<file path="src/rtl/uc_arbiter.sv">
// Unit-clause arbiter: round-robin grant of one unit literal per cycle from the
// process engines, with duplicate filtering, conflict detection and a broadcast push.
module uc_arbiter #(
    parameter int NUM_ENG   = 4,
    parameter int UC_LENGTH = 1024,
    parameter int LIT_W     = $clog2(UC_LENGTH),
    parameter int NUM_VAR   = UC_LENGTH / 2,
    parameter int CNT_W     = 16
) (
    input  logic                          clk,
    input  logic                          rst,
    input  logic                          clear,
    input  logic [NUM_ENG-1:0]            eng2uca_valid,
    input  logic [NUM_ENG-1:0][LIT_W-1:0] eng2uca_lit,
    output logic [NUM_ENG-1:0]            uca2eng_ready,
    input  logic [NUM_ENG-1:0]            ucq_full,
    output logic [LIT_W-1:0]              uca2ucq,
    output logic                          uca2ucq_push,
    output logic                          conflict,
    output logic [LIT_W-1:0]              conflict_lit,
    output logic [CNT_W-1:0]              push_cnt,
    output logic [CNT_W-1:0]              drop_cnt
);

    localparam int               PTR_W     = (NUM_ENG > 1) ? $clog2(NUM_ENG) : 1;
    localparam int               VAR_W     = LIT_W - 1;
    localparam logic [PTR_W:0]   NUM_ENG_W = (PTR_W + 1)'(NUM_ENG);
    localparam logic [PTR_W-1:0] LAST_ENG  = PTR_W'(NUM_ENG - 1);

    typedef enum logic [1:0] {
        CLS_NEW  = 2'd0,
        CLS_DUP  = 2'd1,
        CLS_CONF = 2'd2
    } cls_t;

    function automatic logic [CNT_W-1:0] sat_inc(input logic [CNT_W-1:0] c);
        return (&c) ? c : c + 1'b1;
    endfunction

    logic [PTR_W-1:0]   rr_ptr;
    logic [NUM_VAR-1:0] assigned;
    logic [NUM_VAR-1:0] value_tbl;

    logic               found;
    logic [PTR_W-1:0]   win;
    logic [PTR_W:0]     cand;
    logic [LIT_W-1:0]   win_lit;
    logic [VAR_W-1:0]   win_var;
    logic               win_pol;
    cls_t               cls;
    logic               grant;
    logic               push;

    // Winner search: first valid engine at or after rr_ptr, wrapping modulo NUM_ENG.
    always_comb begin
        found = 1'b0;
        win   = '0;
        cand  = '0;
        for (int k = 0; k < NUM_ENG; k++) begin
            cand = {1'b0, rr_ptr} + (PTR_W + 1)'(k);
            if (cand >= NUM_ENG_W) begin
                cand = cand - NUM_ENG_W;
            end
            if (!found && eng2uca_valid[cand[PTR_W-1:0]]) begin
                found = 1'b1;
                win   = cand[PTR_W-1:0];
            end
        end
    end

    assign win_lit = eng2uca_lit[win];
    assign win_var = win_lit[LIT_W-1:1];
    assign win_pol = win_lit[0];

    always_comb begin
        cls = CLS_NEW;
        if (assigned[win_var]) begin
            cls = (value_tbl[win_var] == win_pol) ? CLS_DUP : CLS_CONF;
        end
    end

    // A full queue only blocks NEW literals; DUP and CONF are consumed without a push.
    // The rst term keeps grant and push low combinationally while reset is held.
    assign grant = rst && found && !conflict && !clear
                   && ((cls != CLS_NEW) || !(|ucq_full));
    assign push  = grant && (cls == CLS_NEW);

    always_comb begin
        uca2eng_ready = '0;
        if (grant) begin
            uca2eng_ready[win] = 1'b1;
        end
    end

    assign uca2ucq_push = push;
    assign uca2ucq      = push ? win_lit : '0;

    always_ff @(posedge clk or negedge rst) begin
        if (!rst) begin
            rr_ptr       <= '0;
            assigned     <= '0;
            conflict     <= 1'b0;
            conflict_lit <= '0;
            push_cnt     <= '0;
            drop_cnt     <= '0;
        end else if (clear) begin
            assigned     <= '0;
            conflict     <= 1'b0;
            conflict_lit <= '0;
            push_cnt     <= '0;
            drop_cnt     <= '0;
        end else if (grant) begin
            rr_ptr <= (win == LAST_ENG) ? '0 : win + 1'b1;
            case (cls)
                CLS_NEW: begin
                    assigned[win_var] <= 1'b1;
                    push_cnt          <= sat_inc(push_cnt);
                end
                CLS_DUP: begin
                    drop_cnt <= sat_inc(drop_cnt);
                end
                default: begin
                    conflict     <= 1'b1;
                    conflict_lit <= win_lit;
                end
            endcase
        end
    end

    // Polarity is only meaningful where assigned is set, so it needs no reset.
    always_ff @(posedge clk) begin
        if (push) begin
            value_tbl[win_var] <= win_pol;
        end
    end

endmodule

</file>
<file path="config.mk">
export PLATFORM = sky130hd
export DESIGN_NAME = uc_arbiter
export DESIGN_NICKNAME = d
export VERILOG_FILES = /design/src/rtl/uc_arbiter.sv
export SDC_FILE = /design/constraint.sdc
export NUM_CORES = 2
export LEC_CHECK = 0
export ABC_AREA = 0
export CORE_MARGIN = 5
export CORE_UTILIZATION = 35
export CTS_CLUSTER_DIAMETER = 200
export CTS_CLUSTER_SIZE = 14
export DETAILED_ROUTE_END_ITERATION = 16
export PLACE_DENSITY = 0.56
export SLEW_MARGIN = 5
export SYNTH_ARGS = -nofsm -noshare
export SYNTH_HDL_FRONTEND = slang
export SYNTH_SLANG_ARGS = --single-unit
export TNS_END_PERCENT = 100
</file>
<file path="constraint.sdc">
create_clock -name clk -period 11.1 [get_ports clk]
set_clock_uncertainty 0.15 [all_clocks]
set_input_delay 2.22 -clock clk [delete_from_list [all_inputs] [get_ports clk]]
set_output_delay 2.22 -clock clk [all_outputs]
set_load 0.02 [all_outputs]
</file>
### After elaboration in Yosys (flattened, before gate mapping)

Index checks and enable logic that the tools add are counted.

* memories kept: 0
* memory bits (read-only): 0
* register bits: 1069
* bits in latches: 0
* output and inout bits: 58
* memory bits (writable): 0
* bits of input ports: 51

* shift operators: 0
* bitwise gates (word level): 2
* add/subtract/negate cells: 10
* reductions and logical operators: 31
* magnitude comparators: 12
* multipliers: 0
* eq/ne operators: 6
* mux-type cells: 53
* divide/modulo/power cells: 0

Operator list (count)
* two-way mux 512 bit: 3
* bitwise mux 512 bit: 1
* bitwise OR 512 bit: 1
* two-way mux 16 bit: 8
* two-way mux 10 bit: 5
* adder 16 x 1 -> 16 bit, second input constant: 2
* AND reduction 16 bit: 2
* two-way mux 2 bit: 11
* binary-select mux 10 bit (select 2 bit): 1
* binary-select mux 1 bit (select 9 bit): 2
* < comparator 2 x 3 -> 1 bit, second input constant: 5
* two-way mux 1 bit: 15
* logical AND 1 bit: 10
* < comparator 9 x 10 -> 1 bit, second input constant: 1
* demux 1 bit (select 9 bit): 1
* >= comparator 3 bit, second input constant: 3
* >= comparator 9 x 1 -> 1 bit, second input constant: 1
* binary-select mux 1 bit (select 2 bit): 4
* nonzero test 2 bit: 4
* subtractor 2 x 1 -> 2 bit, second input constant: 4
* adder 2 x 2 -> 3 bit, second input constant: 2
* zero test 1 bit: 6
* AND reduction 2 bit: 3
* AND reduction 3 bit: 2
* other kinds (16): 17

### Depth between registers and ports, before layout

* word-level depth: 26
* mapped depth: 23
* depth with buffers taken out: 15

### Worst setup path after synthesis

No wires, ideal clock.

* kind: in2reg
* start: input eng2uca_valid[0]
* end: register conflict_lit[5]
* path buffers: 3
* slack: 0.302 ns
* data required time: 10.812 ns
* stages: 13
* arrival: 10.510 ns
* cells stage by stage: and2_1 -> o211a_1 -> buf_6 -> nor2_4 -> buf_6 -> mux2i_1 -> nand2_1 -> nand2_1 -> inv_1 -> nor3_1 -> nand4bb_1 -> buf_2 -> mux2i_1

RTL lines
* from (decl): RTL line 13 `input logic [NUM_ENG-1:0] eng2uca_valid,`
* binary-select mux 1 bit (select 2 bit): RTL line 64 `if (!found && eng2uca_valid[cand[PTR_W-1:0]]) begin`
* two-way mux 1 bit (implied by the code): RTL line 64
* two-way mux 1 bit: RTL line 64
* zero test 1 bit: RTL line 64
* logical AND 1 bit: RTL line 64
* two-way mux 1 bit: RTL line 64
* zero test 1 bit: RTL line 64
* logical AND 1 bit: RTL line 64
* [4 not listed]
* binary-select mux 10 bit (select 2 bit) *: RTL line 71 `assign win_lit = eng2uca_lit[win];`
* two-way mux 10 bit (implied by the code) *: RTL line 71
* named net win_lit[0]: RTL line 47 `logic [LIT_W-1:0] win_lit;`
* == test 1 bit *: RTL line 78 `cls = (value_tbl[win_var] == win_pol) ? CLS_DUP : CLS_CONF;`
* two-way mux 2 bit *: RTL line 78
* two-way mux 2 bit *: RTL line 77 `if (assigned[win_var]) begin`
* branches (longest 4 deep; another with == test 2 x 1 -> 1 bit)
* AND reduction 2 bit (no source line) *
* to (signal assigned): RTL line 124 `conflict_lit <= win_lit;`
* to (decl): RTL line 20 `output logic [LIT_W-1:0] conflict_lit,`

Mark *: on every way through the listed nets, which the timed path passes. The select of a mux whose other input is x is not followed.
A chain may end at the register's enable or synchronous reset.

### Worst setup path after layout

* start: input eng2uca_valid[0]
* end: output uca2eng_ready[3]

* cells in the longest elaborated chain, start to end: 23

Ends and longest elaborated chain
* binary-select mux 1 bit (select 2 bit): RTL line 64
* two-way mux 1 bit (implied by the code): RTL line 64
* two-way mux 1 bit: RTL line 64
* zero test 1 bit: RTL line 64
* logical AND 1 bit: RTL line 64
* two-way mux 1 bit: RTL line 64
* zero test 1 bit: RTL line 64
* logical AND 1 bit: RTL line 64
* [7 not listed]
* two-way mux 1 bit (implied by the code): RTL line 78
* == test 1 bit: RTL line 78
* two-way mux 2 bit: RTL line 78
* two-way mux 2 bit: RTL line 77
* nonzero test 2 bit: RTL line 85 `&& ((cls != CLS_NEW) || !(|ucq_full));`
* logical OR 1 bit: RTL line 85
* logical AND 1 bit: RTL line 85
* two-way mux 4 bit *: RTL line 90 `if (grant) begin`
* to (decl): RTL line 15 `output logic [NUM_ENG-1:0] uca2eng_ready,`

Every way passes the cells marked *; elsewhere a longest branch is shown, timed or not. The select of a mux whose other input is x is not followed.

==> metrics.yaml <==
critical_path:
  kind_of_end_point_of_the_critical_path: "output port"
  cp_slowest_cell: "sky130_fd_sc_hd__and2_4"
  worst-endpoint-arrival_ps: 8340
  r2r_start: "rr_ptr[1]"
  crit_path_max_fanout: 19
  worst_ep_required_time_ps: 8730
  critPathLaunch: "eng2uca_valid[0]"
  critPathLaunchType: "input pin"
  chain_of_cells_forming_the_critical_path: "clkdlybuf4s50_1, nor2b_1, and2b_1, a211oi_2, inv_2, nand3_1, and2_4, buf_4, buf_4, mux4_2, mux2i_1, buf_4, a31oi_1, o2111ai_2, nor2_1, o21ai_1, nor2_1, clkdlybuf4s50_1"
  critical_path.max_stage_delay_ps: 610
  critPathMostFrequentCell: "sky130_fd_sc_hd__buf_4"
  critical_path_class: "input pin to output port"
clock_network:
  clock-root-buffer: "sky130_fd_sc_hd__clkbuf_16"
  tritoncts_sinks: 1069
  cts_made_buffers: 86
  ctsLongestPathBuffers: 3
  clkSlewWorstSetupHoldPaths_ps: 70
  htree_levels: 3
  worst_skew_late_latency_ps: 710
  count_of_cells_resized_by_post_cts_repair: 0
  tritoncts_clock_tree: "built"
  postCtsSetupRepairBufs: 0
  ctsHoldBuffers: 0
routing:
  detailedRoute.firstIterationViolations: 4245
  drc: 0
  detailroute.via_count: 36700
  via_per_inst: 6.10
  post_drt_wl_per_cell_um: 29.3
  finalWirelength_mm: 177
  drtPass1Iterations: 6
  antenna_violating_nets_post_route: 0
synth:
  synth_area_per_cell_um2: 12.2
  mappedNetlistArea_mm2: 0.0503
  synth_ff_type: "sky130_fd_sc_hd__dfrtp_1"
  synth_seq_cells: 1069
  area_share_of_the_largest_cell_type_after_synthesis_pct: 30.5
  count_of_flip_flops_with_a_built_in_enable_after_synthesis: 512
  yosys-top-cells-area: "sky130_fd_sc_hd__edfxtp_1 31%, sky130_fd_sc_hd__dfrtp_1 28%, sky130_fd_sc_hd__o21ba_2 7.7%, sky130_fd_sc_hd__mux4_2 4.7%, sky130_fd_sc_hd__nor3_1 4.1%"
  synth.distinct_cells: 86
  yosysSeqAreaShare_pct: 58.2
  post_synth_inst_count: 4119
  synth-warning-count: 0
  postSynth.asyncResetShare_pct: 52.1
  yosysTopAreaCell: "sky130_fd_sc_hd__edfxtp_1"
  syn_nets: 4176
outcome:
  run_status: "finished clean"
timing:
  tightestPinTransition_ps: 1280
  timing.fmax_mhz: 93.4
  period_utilisation_layout_pct: 96.5
  pins_over_their_slew_limit: 0
  final.min_clock_period_ps: 10710
  grt_setup_unrepaired: "no"
  max_slew_margin_pct: 14.3
  final_report_setup_violation_count: 0
  timing_hold_violations_final: 0
  setup_tns_ps: 0
hold_path:
  min_path_type: "register to register"
  worst_hold_startpoint: "assigned[275]"
grt:
  number_of_global_route_vias_before_repair: 36100
  grt_start_max_net_pins: 165
  initial_antenna_violation_count: 2
  grt-ovfl-total: 0
  grtUsageTotal_pct: 22.8
  wire_length_of_the_first_global_routing_pass_mm: 260
floorplan:
  core_region_area_mm2: 0.143
  die-area_mm2: 0.151
  chipWidth_um: 389
  initial_standard_cell_utilization_of_the_core_pct: 35.1
  rows: 139
  die_y_um: 389
  num_io_pins: 109
power:
  worst_ir_drop_vdd_v: 0.000186
  static-leakage-power_nw: 20.2
  power_per_standard_cell_area_mw_per_mm2: 225
  power.total_mw: 12.6
placed_design:
  detailed_place_hpwl_mm: 106
  post_place_cells: 5868
  numPortBuffers: 108
  gp_routability_congestion: 0.883
flow_run:
  cap_viol_max_count: 0
layout:
  post_route_cells_drive_above_1_share_pct: 20.4
  post_layout_cell_count: 6024
  layout_area_overhead_pct: 11.4
  num-nets-final: 4110
## cell families after synthesis
kind of cell | after synthesis | share of synthesized area, %
adder cells (fa/ha/maj) | 6 | 0.149
flip-flops | 1069 | 58.2
AO/OA/AOI/OAI | 935 | 16.0
AND/OR/NAND/NOR | 1410 | 13.7
multiplexers | 260 | 7.98
buffers and inverters | 439 | 3.97
## worst paths after layout
| kind | endpoint | slack (ps) | cells after the start |
|---|---|---|---|
| min in group asynchronous | conflict_lit[6] | 1320 | 1 |
| setup reg to reg | conflict_lit[0] | 3890 | 16 |
| setup / recovery | uca2eng_ready[3] | 390 | 18 |
| hold reg to reg | assigned[275] | 330 | 2 |
| max in group asynchronous | assigned[65] | 5760 | 5 |
| hold / removal | assigned[275] | 330 | 2 |
## state kept, by name, summed over array words and instances (netlist names)
| name | cells |
|---|---|
| rr_ptr | 2 |
| conflict_lit | 10 |
| conflict | 1 |
| drop_cnt | 16 |
| value_tbl | 512 |
| push_cnt | 16 |
| assigned | 512 |
## through the flow
stage / setup WS (ps) / hold slack, ps / area, µm² / util [%]
after floorplan: 302 / 293 / 50300 / -
after global placement: 550 / 307 / 53600 / 37.4
after detailed placement: 478 / 309 / 53600 / 37.4
after CTS: 455 / 334 / 56100 / 39.1
after global routing: 133 / 353 / 56100 / 39.1
final: 393 / 333 / 56100 / 39.1
## area by class of cell
type                    count  area, µm²
multi-input cells        2611      19200
flip-flops and latches   1069      29300
diodes                      1       2.50
fillers                 13700      87200
clock inverters             5       53.8
repair buffers            271       2620
clock buffers             150       2430
well taps                1903       2380
inverters                  14       60.1
## layer usage
| layer | share of wire [%] | GRT usage, % |
|---|---|---|
| met1 | 42 | 32.0 |
| met4 | 4.2 | 8.83 |
| met5 | 0.0091 | 0 |
| met3 | 8.8 | 4.26 |
| met2 | 45 | 35.1 |
## worst max-delay path, delay by kind of cell
kind | cells | cell delay [ps]
AO/OA/AOI/OAI | 4 | 1710
AND/OR/NAND/NOR | 6 | 1490
multiplexers | 2 | 680
buffers and inverters | 6 | 2190
## cell usage after synthesis (59+ instances only)
library cell,n
sky130_fd_sc_hd__mux4_2,106
sky130_fd_sc_hd__a31oi_1,59
sky130_fd_sc_hd__nand3_1,139
sky130_fd_sc_hd__nor3_1,413
sky130_fd_sc_hd__o21ba_2,385
sky130_fd_sc_hd__dfrtp_1,557
sky130_fd_sc_hd__buf_2,130
sky130_fd_sc_hd__mux2i_1,122
sky130_fd_sc_hd__nor2_1,198
sky130_fd_sc_hd__and3_1,92
sky130_fd_sc_hd__clkbuf_1,252
sky130_fd_sc_hd__o41ai_1,101
sky130_fd_sc_hd__nand2_1,330
sky130_fd_sc_hd__edfxtp_1,512
sky130_fd_sc_hd__nand2b_1,144
sky130_fd_sc_hd__a211oi_1,84
## report_power, final
| part | switching [mW] | total [mW] | internal, mW |
|---|---|---|---|
| Combinational | 3.85 | 5.20 | 1.34 |
| Clock | 1.49 | 2.98 | 1.49 |
| Sequential | 0.0191 | 4.46 | 4.44 |
## layout by cell type, fill, tap and decap left out, drive strengths merged, types with 101 or more instances in the layout
| master | Yosys | routed |
|---|---|---|
| dfrtp | 557 | 557 |
| edfxtp | 512 | 512 |
| nor3 | 414 | 414 |
| o21ba | 385 | 385 |
| nand2 | 331 | 331 |
| nor2 | 200 | 200 |
| buf | 172 | 165 |
| clkbuf | 253 | 150 |
| nand2b | 144 | 144 |
| nand3 | 139 | 139 |
| mux2i | 123 | 123 |
| mux4 | 107 | 107 |
| clkdlybuf4s50 | 0 | 106 |
| o41ai | 101 | 101 |
Note: power is estimated with default switching activity, not from simulation.
